File: src/rtl/quad_step_decoder.sv
// Quadrature encoder front end: synchronizes and debounces the A/B pins, decodes
// Gray-code moves into one-cycle step/dir pulses and flags double-bit jumps.
module quad_step_decoder #(
  parameter int DEBOUNCE_CYCLES = 4,
  parameter int X1_MODE         = 0
) (
  input  logic       clk,
  input  logic       rst,
  input  logic       a_in,
  input  logic       b_in,
  output logic       step,
  output logic       dir,
  output logic       err,
  output logic [1:0] ab_state
);

  localparam logic [8:0] RUN_DONE = 9'(DEBOUNCE_CYCLES - 1);
  localparam logic [8:0] SETTLE   = 9'(DEBOUNCE_CYCLES + 2);

  typedef enum logic [1:0] {MV_NONE, MV_CW, MV_CCW, MV_ILL} move_t;
  typedef enum logic {S_INIT, S_TRACK} state_t;

  function automatic move_t classify(input logic [1:0] prev_v, input logic [1:0] next_v);
    case ({prev_v, next_v})
      4'b0001, 4'b0111, 4'b1110, 4'b1000: classify = MV_CW;
      4'b0010, 4'b1011, 4'b1101, 4'b0100: classify = MV_CCW;
      4'b0011, 4'b1100, 4'b0110, 4'b1001: classify = MV_ILL;
      default:                            classify = MV_NONE;
    endcase
  endfunction

  // In x1 mode only the detent crossing counts; the only legal arrivals at 00
  // are 10->00 (CW) and 01->00 (CCW).
  function automatic logic emits_step(input logic [1:0] next_v);
    emits_step = (X1_MODE == 0) || (next_v == 2'b00);
  endfunction

  // Stage p0/p1: two-flop synchronizer per channel
  logic [1:0] ab_p0;
  logic [1:0] sync_ab;

  always_ff @(posedge clk) begin
    if (!rst) begin
      ab_p0   <= 2'b00;
      sync_ab <= 2'b00;
    end else begin
      ab_p0   <= {a_in, b_in};
      sync_ab <= ab_p0;
    end
  end

  // Stage p2: debounce filter
  // run is the number of earlier consecutive cycles sync_ab has shown its
  // current value while differing from filt_ab; acceptance needs DEBOUNCE_CYCLES
  // such cycles including the present one.
  logic [1:0] cand;
  logic [1:0] filt_ab;
  logic [7:0] cnt;
  logic [8:0] run;
  logic       accept;
  logic       vld_p2;

  always_comb begin
    run    = 9'd0;
    accept = 1'b0;
    if (sync_ab != filt_ab) begin
      if (sync_ab == cand) run = {1'b0, cnt} + 9'd1;
      accept = (run >= RUN_DONE);
    end
  end

  always_ff @(posedge clk) begin
    if (!rst) begin
      cand    <= 2'b00;
      cnt     <= 8'd0;
      filt_ab <= 2'b00;
      vld_p2  <= 1'b0;
    end else begin
      cand   <= sync_ab;
      vld_p2 <= accept;
      if (accept) begin
        filt_ab <= sync_ab;
        cnt     <= 8'd0;
      end else begin
        cnt <= run[7:0];
      end
    end
  end

  assign ab_state = filt_ab;

  // Stage p3: decode FSM and registered outputs
  state_t     state;
  state_t     state_nx;
  logic [1:0] prev_ab;
  logic [1:0] prev_nx;
  logic [8:0] settle;
  logic       step_nx;
  logic       dir_nx;
  logic       err_nx;
  move_t      mv;

  always_ff @(posedge clk) begin
    if (!rst) begin
      state   <= S_INIT;
      prev_ab <= 2'b00;
      settle  <= 9'd0;
      step    <= 1'b0;
      dir     <= 1'b0;
      err     <= 1'b0;
    end else begin
      state   <= state_nx;
      prev_ab <= prev_nx;
      step    <= step_nx;
      dir     <= dir_nx;
      err     <= err_nx;
      if (state == S_INIT && settle < SETTLE) settle <= settle + 9'd1;
    end
  end

  // INIT adopts the first accepted value silently; if the pins rest at the reset
  // value 00 nothing is ever accepted, so once the synchronizer and one debounce
  // window have elapsed with no pending change, 00 itself is adopted.
  always_comb begin
    state_nx = state;
    prev_nx  = prev_ab;
    step_nx  = 1'b0;
    dir_nx   = dir;
    err_nx   = 1'b0;
    mv       = classify(prev_ab, filt_ab);
    case (state)
      S_INIT: begin
        if (vld_p2 || (settle >= SETTLE && sync_ab == filt_ab)) begin
          prev_nx  = filt_ab;
          state_nx = S_TRACK;
        end
      end
      S_TRACK: begin
        if (vld_p2) begin
          prev_nx = filt_ab;
          case (mv)
            MV_CW: begin
              if (emits_step(filt_ab)) begin
                step_nx = 1'b1;
                dir_nx  = 1'b0;
              end
            end
            MV_CCW: begin
              if (emits_step(filt_ab)) begin
                step_nx = 1'b1;
                dir_nx  = 1'b1;
              end
            end
            MV_ILL:  err_nx = 1'b1;
            default: ;
          endcase
        end
      end
      default: state_nx = S_INIT;
    endcase
  end

endmodule

File: config.mk
export PLATFORM = sky130hd
export DESIGN_NAME = quad_step_decoder
export DESIGN_NICKNAME = d
export VERILOG_FILES = /design/src/rtl/quad_step_decoder.sv
export SDC_FILE = /design/constraint.sdc
export NUM_CORES = 1
export LEC_CHECK = 0
export CAP_MARGIN = 20
export CORE_MARGIN = 3
export CORE_UTILIZATION = 56
export CTS_CLUSTER_DIAMETER = 120
export DETAILED_ROUTE_END_ITERATION = 10
export GPL_ROUTABILITY_DRIVEN = 0
export PLACE_DENSITY_LB_ADDON = 0.2
export SLEW_MARGIN = 10
export SYNTH_ARGS = -nofsm -noshare
export SYNTH_HDL_FRONTEND = slang
export SYNTH_SLANG_ARGS = --single-unit
File: constraint.sdc
create_clock -name clk -period 2.4 [get_ports clk]
set_input_delay 0.48 -clock clk [delete_from_list [all_inputs] [get_ports clk]]
set_output_delay 0.48 -clock clk [all_outputs]
set_load 0.02 [all_outputs]
==> summary.txt, run 1 <==
Status
  • Status: finished clean

Route
  • DR DRC count: 0
  • Via density: approximately 5.2
  • Vias: 916
  • Iteration-0 DRC count of the detailed router: 7
  • ANT nets after route: 0
  • Drt total wl: 2.11 mm
  • Drt first pass iters: 3
  • Routed wire per std cell: 12.0 µm

Power and ir drop
  • Int Pwr: ~0.83 mW
  • Net Sw Power: between 0.2 and 0.3 mW
  • Combinational power share: 10.0%
  • Worst IR Drop VDD: 0.612 mV
  • Pwr Density: 727 nW/µm²
  • Leakage: 0.638 nW
  • Switching Fraction: approximately a quarter
  • Clk pwr share: 36.0%
  • Part of the power in registers: 54.0%

Global routing
  • GR Util met1: 25.0%
  • Vias in the first global route: 898
  • Global route hottest layer: met2
  • Congestion Overflow GR: 0
  • Global-route wire length before repair: between 3 and 4 mm
  • GRT Resource Usage Total: 19.1%
  • Grt met2 use: between 20 and 30%
  • GR Layer Usage met3: 7.48%
  • Largest net degree at the start of global routing: 17
  • Initial antenna violation count: 0

Worst setup path
  • CP max stage cell: dfxtp_1
  • WP data required: 2660 ps
  • Critical path class: reg -> reg
  • Slowest stage delay, CP: 480 ps
  • CP Capture Type: register
  • Crit-path cells: ha_1 -> nand2b_1 -> or4b_1 -> a32oi_2 -> and2_1 -> nor3b_2
  • Launch point of the worst reg-to-reg path: cnt[0]
  • Crit start category: register
  • Crit path launch: cnt[0]
  • Crit path max fanout: 8
  • CP arrival: 2320 ps

Timing
  • Period utilization: 86.0%
  • Setup Skew: 3.70 ps
  • Rel. slew slack: a little over two fifths
  • Minimum clock period: approximately 2100 ps
  • Max-slew violations: 0
  • Worst-Margin Slew: ~840 ps
  • F_max: 484 MHz
  • RSZ-0062 raised after global routing: no
  • WHS: 443 ps
  • Final setup viols: 0
  • Final Hold Vio Count: 0
  • Total negative slack: 0 ps

Place
  • Dpl cell area: about 1400 µm²
  • Inst Count DP: 167
  • Port buffer count: 8
  • HPWL after DPL: about 1.5 mm

Clock tree
  • Root buf cell: clkbuf_4
  • Clk Latency, worst-skew pair: 330 ps
  • Post-CTS Resized: 0
  • Clk sinks: 32
  • Clock buffer count from CTS: 5
  • H-tree level count: 2
  • Hold-fix buffers, CTS: 0
  • CTS tree: built
  • Clock Path Buffers: 2
  • CTS clk-pin slew, worst paths: ~90 ps
  • Post-CTS Setup Inserts: 0

Finish
  • Finished Cell Area: about 1500 µm²
  • Syn-to-layout area delta: 15.6%
  • Most common cell after layout, fill and taps aside: dfxtp_1
  • Filler cells: 154
  • Final nets: 156
  • Post-Route Utilization: between 70% and 80%
  • Layout cell share with drive strength beyond 1: under 10%
  • Non-Filler Instances: 175
  • ANT cells: 0
  • Most frequent cells in the layout: 32 x dfxtp_1, 15 x and2_1, 9 x nand2_1

Floorplan
  • IO Pins: 9
  • Die width: between 50 and 60 µm
  • Die H: 54.0 µm
  • Rows: 16
  • Core Area: 2060 µm²
  • Starting Density: 62.7%
  • Die area: between 2000 and 3000 µm²

Logic synthesis
  • Cell area after synthesis: 1290 µm²
  • Yosys warnings: 0
  • Post-synthesis sequential area ratio: ~50%
  • Post-synth cell types: 32
  • Avg Inst Size Synth: between 9 and 10 µm²
  • Mapped Cells: 130
  • #FFs+latches synth: 32

Worst hold path
  • Worst min-delay path category: reg -> reg
  • Hold Crit Start: ab_p0[0]

Job
  • Max Cap Viol: 0
-- kinds of logic after synthesis --
logic type               after synthesis  share of synthesized area (%)
AND/OR/NAND/NOR                       55                           25.2
flip-flops                            32                           49.6
AO/OA/AOI/OAI                         18                           10.4
buffers and inverters                  9                           2.61
XOR/XNOR                               6                           4.07
adder cells (fa/ha/maj)                5                           4.84
multiplexers                           4                           3.10
other                                  1                          0.290
-- cell usage after synthesis --
| cell type | count | area (µm²) |
|---|---|---|
| o41ai_1 | 1 | 8.76 |
| nand3b_1 | 1 | 7.51 |
| nand4_1 | 4 | 25.0 |
| o22a_1 | 2 | 17.5 |
| and4_2 | 1 | 10.0 |
| nor2_1 | 5 | 18.8 |
| xor2_1 | 4 | 35.0 |
| or4b_1 | 1 | 10.0 |
| nor2b_1 | 6 | 37.5 |
| inv_1 | 5 | 18.8 |
| nand2b_1 | 1 | 6.26 |
| clkbuf_1 | 4 | 15.0 |
| and2_1 | 15 | 93.8 |
| a32oi_2 | 1 | 16.3 |
| a31oi_1 | 1 | 6.26 |
| mux2i_1 | 4 | 40.0 |
| o211ai_1 | 3 | 22.5 |
| a211oi_1 | 3 | 22.5 |
| xnor2_1 | 2 | 17.5 |
| dfxtp_1 | 32 | 641 |
| nand2_1 | 9 | 33.8 |
| nand3_1 | 4 | 20.0 |
| nor4_1 | 1 | 6.26 |
| nor3b_2 | 1 | 12.5 |
| and4_1 | 2 | 17.5 |
| o21ai_0 | 4 | 20.0 |
| or4_1 | 1 | 7.51 |
| ha_1 | 5 | 62.6 |
| a21oi_1 | 2 | 10.0 |
| conb_1 | 1 | 3.75 |
| o211a_1 | 1 | 10.0 |
| and3_1 | 3 | 18.8 |
-- power by group through the flow --
| stage | clock network (mW) | registers [mW] | logic [mW] |
|---|---|---|---|
| 2_1_floorplan | 0 | 0.591 | 0.0848 |
| 3_3_place_gp | 0 | 0.597 | 0.103 |
| 3_5_place_dp | 0 | 0.599 | 0.108 |
| 4_1_cts | 0.403 | 0.587 | 0.109 |
| 5_1_grt | 0.430 | 0.592 | 0.128 |
| 6_report | 0.391 | 0.587 | 0.109 |
-- layout make-up --
class / count / area [µm²] / share of cell area, %
Timing Repair Buffer: 9 / 87.6 / 5.86
Clock inverter: 2 / 35.0 / 2.35
Multi-Input combinational cell: 94 / 637 / 42.6
Sequential cell: 32 / 641 / 42.9
Inverter: 5 / 18.8 / 1.26
Clock buffer: 6 / 41.3 / 2.76
Tap cell: 27 / 33.8 / 2.26
-- final timing paths --
path                                    to  cells past startpoint  slack (ps)
worst max-delay path                cnt[0]                      6         340
worst min-delay path            sync_ab[0]                      1         440
worst max register to register      cnt[0]                      6         340
worst min register to register  sync_ab[0]                      1         440
-- critical path, delay by kind of cell (launching register included) --
family / cells / cell delay [ps]
AOI/OAI and AO/OA: 1 / 310
adders and majority gates: 1 / 290
DFF: 1 / 480
and+or+nand+nor: 4 / 920
-- metrics by stage --
step	setup slack (ps)	power (mW)
5_1_grt	161	1.15
3_3_place_gp	477	0.700
6_report	336	1.09
4_1_cts	311	1.10
2_1_floorplan	549	0.676
3_5_place_dp	405	0.707
-- layer usage --
metal  vias to the layer above  wire length (µm)
li1                        480                 -
met1                       418              1060
met2                        12               916
met3                         6                88
met4                         0                46
met5                         -                 0
-- flip-flops by register name, summed over array words and instances, names as in the netlist --
name	cells
dir	1
err	1
settle	9
cnt	8
ab_p0	2
cand	2
step	1
ab_state	2
sync_ab	2
prev_ab	2
vld_p2	1
state	1
(Power assumes the default switching activity.)
==> run 2, diff against run 1 <==
Settings changed: ABC_AREA from default to 1, CORE_UTILIZATION 56 to 57.
==> summary.txt, run 2 <==
Global routing
  • Grt met2 use: between 30% and 40%
  • GR Util met1: between 20% and 30%
  • Global-route wire length before repair: 4.68 mm
  • Vias in the first global route: 1170
  • Congestion Overflow GR: 0
  • GR Layer Usage met3: 7.13%
  • Largest net degree at the start of global routing: 15
  • Initial antenna violation count: 0
  • GRT Resource Usage Total: between 15 and 20%
  • Global route hottest layer: met2

Route
  • Via density: 5.03
  • Drt total wl: about 2.7 mm
  • DR DRC count: 0
  • Iteration-0 DRC count of the detailed router: between 40 and 50
  • Drt first pass iters: 4
  • ANT nets after route: 0
  • Vias: 1243
  • Routed wire per std cell: 10.9 µm

Worst setup path
  • R2r endpoint: dir
  • CP arrival: 1480 ps
  • R2R cell count: 9
  • Critical path depth: 1
  • WP data required: 1920 ps
  • CP max stage cell: clkdlybuf4s50_1
  • Crit path launch: ab_state[0]
  • Top delay family on crit path: buffers and inverters
  • Setup crit end: ab_state[0]
  • CP Capture Type: primary output
  • Crit start category: register
  • Flop2flop setup slack: 670 ps
  • Launch point of the worst reg-to-reg path: ab_state[1]
  • WP buf/inv: 1
  • Crit-path cells: clkdlybuf4s50_1
  • Crit path max fanout: 7
  • Critical path class: reg -> out
  • Slowest stage delay, CP: 660 ps

Finish
  • ANT cells: 0
  • Max reg flops: 9
  • Final nets: 227
  • Largest regs: settle: 9 flops, cnt: 8 flops
  • Top reg by flops: settle
  • Most frequent cells in the layout: 58 x nand2_1, 33 x inv_1, 32 x dfxtp_1
  • Syn-to-layout area delta: 14.5%
  • Layout cell share with drive strength beyond 1: 11.9%
  • Most common cell after layout, fill and taps aside: nand2_1

Clock tree
  • Root buf cell: clkbuf_4
  • H-tree level count: 2
  • Post-CTS Setup Inserts: 0
  • Clock buffer count from CTS: 5
  • CTS clk-pin slew, worst paths: about 100 ps
  • Hold-fix buffers, CTS: 0
  • CTS tree: built
  • Clk Latency, worst-skew pair: 330 ps
  • Clock Path Buffers: 2
  • Post-CTS Resized: 0
  • Clk sinks: 32

Floorplan
  • Die width: around 56 µm
  • Die area: about 3200 µm²
  • Rows: 17
  • Starting Density: 62.6%
  • IO Pins: 9
  • Core Area: 2320 µm²
  • Die H: 56.5 µm

Logic synthesis
  • Synth top area cells: dfxtp_1 44%, nand2_1 15%, inv_1 8.5%
  • Share of Yosys cell area claimed by the top area cell type: 44.1%
  • Avg Inst Size Synth: 7.29 µm²
  • Top FF cell, synth: dfxtp_1
  • Cell area after synthesis: 1450 µm²
  • Synth top cells by count: 58 x nand2_1, 33 x inv_1, 32 x dfxtp_1
  • Yosys top cell by area: dfxtp_1
  • Yosys warnings: 0
  • Most common cell in the netlist: nand2_1
  • #FFs+latches synth: 32
  • Post-synthesis sequential area ratio: 44.1%
  • Post-synth cell types: 23
  • Post-synth ARST share: 0%
  • Post-synth EDFFs: 0
  • Mapped Cells: 199

Timing
  • Period utilization: 81.6%
  • Setup Skew: 6.45 ps
  • RSZ-0062 raised after global routing: no
  • Final setup viols: 0
  • Minimum clock period: between 1500 and 2000 ps
  • Final Hold Vio Count: 0
  • F_max: slightly above 500 MHz
  • WHS: around 420 ps
  • Max-slew violations: 0
  • Total negative slack: 0 ps

Worst hold path
  • Worst hold stages: 2
  • Worst min-delay path category: reg -> reg

Power and ir drop
  • Worst IR Drop VDD: 0.497 mV
  • Pwr Density: 677 nW/µm²
  • Leakage: approximately 0.85 nW

Job
  • Max Cap Viol: 0

Place
  • Port buffer count: 8
  • HPWL after DPL: 2.00 mm

Status
  • Status: finished clean
==> run 2: cell types whose count changed after synthesis, moves of 4 or more <==
cell | before | now
a21oi_1 | 2 | 12
nand2_1 | 9 | 58
inv_1 | 5 | 33
nor2_1 | 5 | 12
nor2b_1 | 6 | 0
mux2i_1 | 4 | 0
nand2_2 | 0 | 5
and2_1 | 15 | 0
nand3_1 | 4 | 12
==> run 2: power breakdown <==
part | internal (mW) | total [mW] | switching [mW]
sequential | 0.558 | 0.585 | 0.0266
clock | 0.218 | 0.397 | 0.179
combinational | 0.0562 | 0.143 | 0.0871
==> run 2: stage by stage <==
step | power (mW) | util, % | std cells | area (µm²) | setup slack (ps)
6_report | 1.13 | 71.7 | 247 | 1660 | 441
5_1_grt | 1.19 | 71.7 | 247 | 1660 | 384
4_1_cts | 1.14 | 71.7 | 247 | 1660 | 434
3_5_place_dp | 0.738 | 68.4 | 239 | 1590 | 707
3_3_place_gp | 0.729 | 68.4 | 239 | 1590 | 742
2_1_floorplan | 0.700 | - | 204 | 1470 | 773
==> run 2: how the worst min path moves through the flow <==
stage	from	endpoint
2_1_floorplan	ab_p0[0]	sync_ab[0]
3_3_place_gp	ab_p0[1]	sync_ab[1]
3_5_place_dp	ab_p0[1]	sync_ab[1]
4_1_cts	ab_p0[1]	sync_ab[1]
5_1_grt	ab_p0[1]	sync_ab[1]
6_report	ab_p0[1]	sync_ab[1]
==> run 2: cell families after synthesis <==
| group | Yosys count | share of synthesized area, % |
|---|---|---|
| flip-flops | 32 | 44.1 |
| buffers and inverters | 38 | 9.83 |
| AND/OR/NAND/NOR | 101 | 32.5 |
| XOR/XNOR | 3 | 1.81 |
| AO/OA/AOI/OAI | 19 | 7.16 |
| adder cells (fa/ha/maj) | 5 | 4.31 |
| other | 1 | 0.258 |
==> run 2: layout make-up <==
cell class	count	area [µm²]
clock inverter	2	35.0
timing repair buffer	9	87.6
multi-input combinational	134	687
fill	187	657
inverter	36	135
tap	28	35.0
clock buffer	6	41.3
sequential	32	641
==> run 2: metal layers <==
| layer | vias up | part of all wire, % | wire length (µm) |
|---|---|---|---|
| met3 | 10 | 6.5 | 176 |
| met4 | 0 | 3.1 | 85 |
| met2 | 32 | 45 | 1230 |
| met1 | 558 | 45 | 1210 |
| met5 | - | 0 | 0 |
| li1 | 643 | - | - |
==> run 3, diff against run 2 <==
Settings changed: CORE_UTILIZATION 57 to 51.
Clock period 2.4 ns to 1.7 ns, I/O delays scaled along.
==> summary.txt, run 3 (synthesized netlist as in run 2, its figures left out) <==
Timing
  • Max-slew violations: 0
  • F_max: slightly above 600 MHz
  • Minimum clock period: 1640 ps
  • Period utilization: 96.3%
  • Setup Skew: 8.80 ps
  • Total negative slack: 0 ps
  • Final setup viols: 0
  • Final Hold Vio Count: 0
  • RSZ-0062 raised after global routing: no

Floorplan
  • Starting Density: 56.0%
  • Core Area: 2590 µm²
  • IO Pins: 9
  • Die area: 3520 µm²
  • Die H: 59.3 µm
  • Die width: just under 60 µm
  • Rows: 18

Worst setup path
  • Crit-path cells: clkdlybuf4s50_1
  • Launch point of the worst reg-to-reg path: ab_state[1]
  • Critical path class: reg -> out
  • Top delay family on crit path: buffers and inverters
  • CP arrival: around 1300 ps
  • CP max stage cell: clkdlybuf4s50_1
  • WP data required: roughly 1400 ps
  • Slowest stage delay, CP: 610 ps
  • Crit start category: register
  • R2r endpoint: dir
  • Flop2flop setup slack: 140 ps
  • Crit path max fanout: 2
  • R2R cell count: 9
  • WP buf/inv: 1
  • CP Capture Type: primary output

Finish
  • Max reg flops: 9
  • Most common cell after layout, fill and taps aside: nand2_1
  • Layout cell share with drive strength beyond 1: 13.6%
  • ANT cells: 0
  • Most frequent cells in the layout: 58 x nand2_1, 33 x inv_1, 31 x dfxtp_1
  • Final nets: 229
  • Syn-to-layout area delta: 15.2%
  • Largest regs: settle: 9 flops, cnt: 8 flops
  • Top reg by flops: settle

Power and ir drop
  • Int Pwr: 1.07 mW
  • Pwr Total: 1.49 mW
  • Worst IR Drop VDD: approximately 1 mV
  • Part of the power in registers: 55.1%
  • Pwr Density: roughly 900 nW/µm²
  • Clk pwr share: a little under a third
  • Switching Fraction: between 20% and 30%
  • Net Sw Power: approximately 0.42 mW
  • Leakage: 0.859 nW
  • Combinational power share: 13.9%

Status
  • Status: finished clean

Global routing
  • Largest net degree at the start of global routing: 16
  • GRT Resource Usage Total: 17.8%
  • Vias in the first global route: 1119
  • Congestion Overflow GR: 0
  • Global-route wire length before repair: 4.66 mm
  • Initial antenna violation count: 0

Route
  • Iteration-0 DRC count of the detailed router: 58
  • DR DRC count: 0
  • Routed wire per std cell: 10.6 µm
  • Via density: roughly 4.9
  • ANT nets after route: 0
  • Vias: 1220
  • Drt total wl: 2.66 mm
  • Drt first pass iters: 4

Place
  • Port buffer count: 8
  • HPWL after DPL: 1.99 mm

Worst hold path
  • Hold Crit Start: ab_p0[1]
  • Worst hold stages: 2
  • Worst min-delay path category: reg -> reg
  • WHS Endpoint: sync_ab[1]

Clock tree
  • Post-CTS Setup Inserts: 0
  • Clk sinks: 32
  • Post-CTS Resized: 2
  • Root buf cell: clkbuf_4
  • Clk Latency, worst-skew pair: 330 ps
  • Clock Path Buffers: 2
  • CTS tree: built
  • Clock buffer count from CTS: 5
  • CTS clk-pin slew, worst paths: ~100 ps
  • Hold-fix buffers, CTS: 0
  • H-tree level count: 2

Job
  • Max Cap Viol: 0
## run 3: cell count changes in the layout (fill, tap and decap cells not counted), sizes merged
cell / before / now
buf: 1 / 3
clkdlybuf4s50: 8 / 6
dlygate4sd2: 0 / 2
bufinv: 1 / 0
clkbuf: 6 / 7
clkinv: 1 / 0
clkinvlp: 0 / 1
## run 3: worst max-delay path by stage
stage,startpoint,to,slack (ps),cells past startpoint
after global placement,ab_state[0],dir,200,7
after floorplan,ab_state[1],dir,70,9
after detailed placement,ab_state[0],dir,90,7
after global routing,ab_state[1],dir,0.09,9
after CTS,ab_state[0],dir,50,7
final,dir,dir,60,1
## run 3: metrics by stage
step	instances	util, %	area [µm²]	hold slack, ps	setup WS, ps
final	251	64.5	1670	421	63.5
after CTS	251	64.2	1660	429	47.1
after global routing	251	64.5	1670	464	0.0877
after floorplan	204	-	1470	390	73.4
after detailed placement	243	61.9	1600	413	88.8
after global placement	243	61.9	1600	392	204
## run 3: cell type report
cell class,instances,area [µm²]
Multi-Input combinational cell,134,694
Clock inverter,1,7.51
Sequential cell,32,642
Tap cell,30,37.5
Clock buffer,7,55.1
Fill cell,243,918
Timing Repair Buffer,11,100
Inverter,36,135
## run 3: power by group through the flow
stage	sequential (mW)	clock (mW)	combinational [mW]
CTS	0.823	0.481	0.205
floorplan	0.835	0	0.153
detailed placement	0.840	0	0.202
finish	0.823	0.462	0.208
global placement	0.837	0	0.194
global route	0.830	0.515	0.239
## run 3: routing by layer
| layer | vias to the layer above | global-route usage, % | share of wire [%] | wire length (µm) |
|---|---|---|---|---|
| li1 | 648 | - | - | - |
| met1 | 545 | 20.7 | 46 | 1220 |
| met2 | 20 | 28.2 | 48 | 1260 |
| met3 | 7 | 6.75 | 4.4 | 118 |
| met4 | 0 | 9.06 | 2.3 | 60 |
| met5 | - | 0 | 0 | 0 |
